$ cat src/rtl/fetch_pc_gen.sv
// Fetch-stage next-PC generator with D-stage redirect, alternate-PC
// pipeline for misprediction recovery, and saturating branch statistics.
module fetch_pc_gen #(
    parameter logic [31:0] RESET_PC = 32'hBFC0_0000,
    parameter int          CNT_W    = 32
) (
    input  logic             clk,
    input  logic             rst,
    input  logic             stallF,
    input  logic             stallD,
    input  logic             flushD,
    input  logic             flushE,
    input  logic             flushM,
    input  logic [31:0]      pcD,
    input  logic             branchD,
    input  logic             pred_takeD,
    input  logic [31:0]      branch_targetD,
    input  logic             branchM,
    input  logic             correct,
    output logic [31:0]      pcF,
    output logic             redirectD,
    output logic             recoverM,
    output logic [CNT_W-1:0] branch_cnt,
    output logic [CNT_W-1:0] mispred_cnt
);

    localparam logic [CNT_W-1:0] CNT_MAX = {CNT_W{1'b1}};

    logic        validD;
    logic [31:0] altD;
    logic        validE;
    logic [31:0] altE;
    logic        validM;
    logic [31:0] altM;
    logic [31:0] pcNext;
    logic        brResolved;

    assign validD    = branchD & ~stallD & ~flushD;
    assign redirectD = validD & pred_takeD;
    assign altD      = pred_takeD ? (pcD + 32'd4) : branch_targetD;

    assign recoverM   = validM & branchM & ~correct;
    assign brResolved = validM & branchM;

    // Recovery outranks stallF: the stalled fetch is on the wrong path.
    always_comb begin
        pcNext = pcF + 32'd4;
        if (recoverM) begin
            pcNext = {altM[31:2], 2'b00};
        end else if (stallF) begin
            pcNext = pcF;
        end else if (redirectD) begin
            pcNext = {branch_targetD[31:2], 2'b00};
        end
    end

    always_ff @(posedge clk or negedge rst) begin
        if (!rst) begin
            pcF <= {RESET_PC[31:2], 2'b00};
        end else begin
            pcF <= pcNext;
        end
    end

    always_ff @(posedge clk or negedge rst) begin
        if (!rst) begin
            validE <= 1'b0;
            altE   <= 32'd0;
        end else if (flushE) begin
            validE <= 1'b0;
            altE   <= 32'd0;
        end else begin
            validE <= validD;
            altE   <= altD;
        end
    end

    always_ff @(posedge clk or negedge rst) begin
        if (!rst) begin
            validM <= 1'b0;
            altM   <= 32'd0;
        end else if (flushM) begin
            validM <= 1'b0;
            altM   <= 32'd0;
        end else begin
            validM <= validE;
            altM   <= altE;
        end
    end

    always_ff @(posedge clk or negedge rst) begin
        if (!rst) begin
            branch_cnt  <= '0;
            mispred_cnt <= '0;
        end else begin
            if (brResolved && branch_cnt != CNT_MAX) begin
                branch_cnt <= branch_cnt + 1'b1;
            end
            if (recoverM && mispred_cnt != CNT_MAX) begin
                mispred_cnt <= mispred_cnt + 1'b1;
            end
        end
    end

endmodule

$ cat config.mk
export PLATFORM = sky130hd
export DESIGN_NAME = fetch_pc_gen
export DESIGN_NICKNAME = d
export VERILOG_FILES = /design/src/rtl/fetch_pc_gen.sv
export SDC_FILE = /design/constraint.sdc
export NUM_CORES = 1
export LEC_CHECK = 0
export CAP_MARGIN = 20
export CORE_ASPECT_RATIO = 1.75
export CORE_MARGIN = 2
export CORE_UTILIZATION = 41
export CTS_CLUSTER_SIZE = 30
export DETAILED_ROUTE_END_ITERATION = 16
export PLACE_DENSITY = 0.77
export SYNTH_ARGS = -nofsm -noshare
export SYNTH_HDL_FRONTEND = slang
export SYNTH_SLANG_ARGS = --single-unit
export TNS_END_PERCENT = 50
$ cat constraint.sdc
create_clock -name clk -period 1.9 [get_ports clk]
set_clock_uncertainty 0.1 [all_clocks]
set_input_delay 0.285 -clock clk [delete_from_list [all_inputs] [get_ports clk]]
set_output_delay 0.285 -clock clk [all_outputs]
set_load 0.01 [all_outputs]
==> out/summary.txt <==
final setup violation count = 9
multi-input combinational cell area = 0.00426 sq mm
total chip power = 0.00897 W
Die W = 110 um
post-route ant nets = 0
Ys Warns = 0
vias in the first global route = 7702
Mapped Cells = 853
Slew HR = 0.598
largest net degree at the start of global routing = 66
hold_sp = pcD[2]
Cell Pwr Density = 739 mW/mm^2
Vias = 7806
Worst setup EP type = flip-flop
clk slew on worst S/H paths = 70 ps
average routed wire per standard cell = 16.7 um
critical path class = flip-flop to flip-flop
root buffer cell = clkbuf_16
Die ar. = 0.0210 sq mm
Die Y = 190 um
VDD IR-drop max = 0.575 mV
Cell Rows = 68
setup TNS = -193 ps
Synth Register Bits = 156
LEAKAGE = 5.43 nW
beginning of the critical path = branch_cnt[17]
vias per cell = 5.49
Worst Hold Class = input pin to flip-flop
Tcrit/Tclk final = 1.03
fillers = 1602
crit-path max cell delay = 560 ps
final routed DRC violation total = 0
Yosys top cell area share = 0.453
register area = 0.00392 sq mm
first-pass GRT wire length = 37800 um
failing checks = setup timing
WP data required = 2100 ps
clock tree from TritonCTS = built
CP top delay family = simple AND/OR/NAND/NOR gates
clock latency on the worst-skew pair = 430 ps
Pins Over Slew Limit = 0
fmax = 510 MHz
final hold violations = 0
GPL Wtd Cong = 0.893
Yosys cell types = 59
reg2reg setup slack = -60 ps
sequential area share after synthesis = 0.482
Initial Utilization = 0.415
PnR worst setup slack = -59.7 ps
Avg Cell Area, Syn = 9.53 sq um
I/O pin count = 173
remaining global-route overflow = 0
CP Max Fanout = 4
Post-synth EDFFs = 0
# nets final = 1244
final core utilization = 0.620
layout cells sized above 1 = 0.239
Tightest Pin Transition = 597 ps
clock sink total = 156
most frequent cell after synthesis = dfrtp_1
commonest cells in the netlist = dfrtp_1 (147), nor2_1 (84), nand2_1 (77)
antenna violations before repair = 0
Total GRT Usage = 0.223
Primary FF master, synth = dfrtp_1
crit start category = flip-flop
CP Cell Sequence = nand4_1 > or4_4 > o311ai_4 > buf_6 > nor3b_4 > xor2_1
CP arrival = 2160 ps
IO buf count = 166
Total Wirelength = 23800 um
outcome = finished with violations
Area after DPL = 0.0112 sq mm
Post-Layout Inst Area = 0.0121 sq mm
synth top area cells = dfrtp_1 (45%), xnor2_1 (6.1%), xor2_1 (4.2%), nor2_1 (3.9%), nand2_1 (3.6%)
drt first pass iters = 5
synthesis-to-layout area growth = 49.3%
H-tree Lvls = 4
CTS Buf Count = 17
unrepaired setup endpoints after global routing = yes
CP bufs+invs = 1
clk buf depth = 2
Core ar. = 0.0196 sq mm
diodes inserted = 0
initial DRC count = 597
reg2reg start = branch_cnt[17]
area leader, netlist = dfrtp_1
Async SR Flop Fraction = 1.00
Worst path slowest cell = or4_4
shortest period the worst path allows = 1960 ps
# Max-Cap Violations = 0
area of the mapped netlist = 0.00813 sq mm
DP Wirelength = 18000 um
logic make-up after synthesis:
group	synth area share
xor gates and xnor gates	0.103
and+or+nand+nor	0.269
muxes	0.00924
DFF	0.482
buffers and inverters	0.0294
adders and majority gates	0.00616
AOI/OAI and AO/OA	0.100
other	0.000461
through the flow:
step | setup slack (ps) | hold slack (ps) | cells
finish | -59.7 | 177 | 1423
global route | -132 | 212 | 1423
CTS | -47.4 | 200 | 1420
detailed placement | -383 | 77.1 | 1384
global placement | -383 | 76.9 | 1384
floorplan | -137 | -111 | 854
repair_timing:
action                     CTS  global route
setup endpoints to repair   35            70
hold endpoints to repair   147             0
pin swaps                    3            13
buffers inserted             3             3
hold buffers                 1             0
resized for setup           34            61
cloned                       0             0
layer usage:
layer | vias to the layer above | track usage | wire (um)
met3 | 58 | 0.0327 | 863
met2 | 258 | 0.425 | 13100
li1 | 3667 | - | -
met1 | 3823 | 0.236 | 8800
met4 | 0 | 0.113 | 1030
met5 | - | 0 | 0
cell type report:
cell class / count / area share
clock inverters: 14 / 0.0108
inverters: 18 / 0.00567
multi-input cells: 637 / 0.351
repair buffers: 335 / 0.248
well taps: 245 / 0.0253
flip-flops and latches: 156 / 0.323
clock buffers: 18 / 0.0362
worst reg2reg max path, delay by kind of cell, from the launching register on:
| family | cells | cell delay, ps |
|---|---|---|
| XOR/XNOR | 1 | 150 |
| AND/OR/NAND/NOR | 3 | 750 |
| flip-flops | 1 | 360 |
| AO/OA/AOI/OAI | 1 | 280 |
| buffers and inverters | 1 | 190 |
flip-flops by register name, indices dropped and copies added (netlist names):
| register | flops |
|---|---|
| altE | 30 |
| validM | 1 |
| pcF | 30 |
| validE | 1 |
| mispred_cnt | 32 |
| branch_cnt | 32 |
| altM | 30 |
power by group:
| group | switching (W) | total (W) | internal (W) |
|---|---|---|---|
| combinational | 0.000908 | 0.00185 | 0.000937 |
| sequential | 0.000196 | 0.00379 | 0.00359 |
| clock | 0.00147 | 0.00333 | 0.00186 |
layout by cell type, fill, tap and decap left out, drive strengths merged, types with 21 or more instances in the layout:
cell           count
a211oi            23
and3              27
buf              172
clkdlybuf4s50    137
dfrtp            147
inv               23
nand2             77
nand3             54
nand4             35
nor2              84
nor2b             36
nor4              21
o21ai             36
xnor2             57
xor2              39
worst paths after layout:
kind | depth (start not counted) | end
worst min register to register | 1 | altM[17]
min in group asynchronous | 2 | altE[7]
worst min-delay path | 4 | altE[2]
worst max register to register | 6 | branch_cnt[27]
max in group asynchronous | 3 | pcF[31]
worst max-delay path | 6 | branch_cnt[27]
Power figures use the tool's default switching activity.
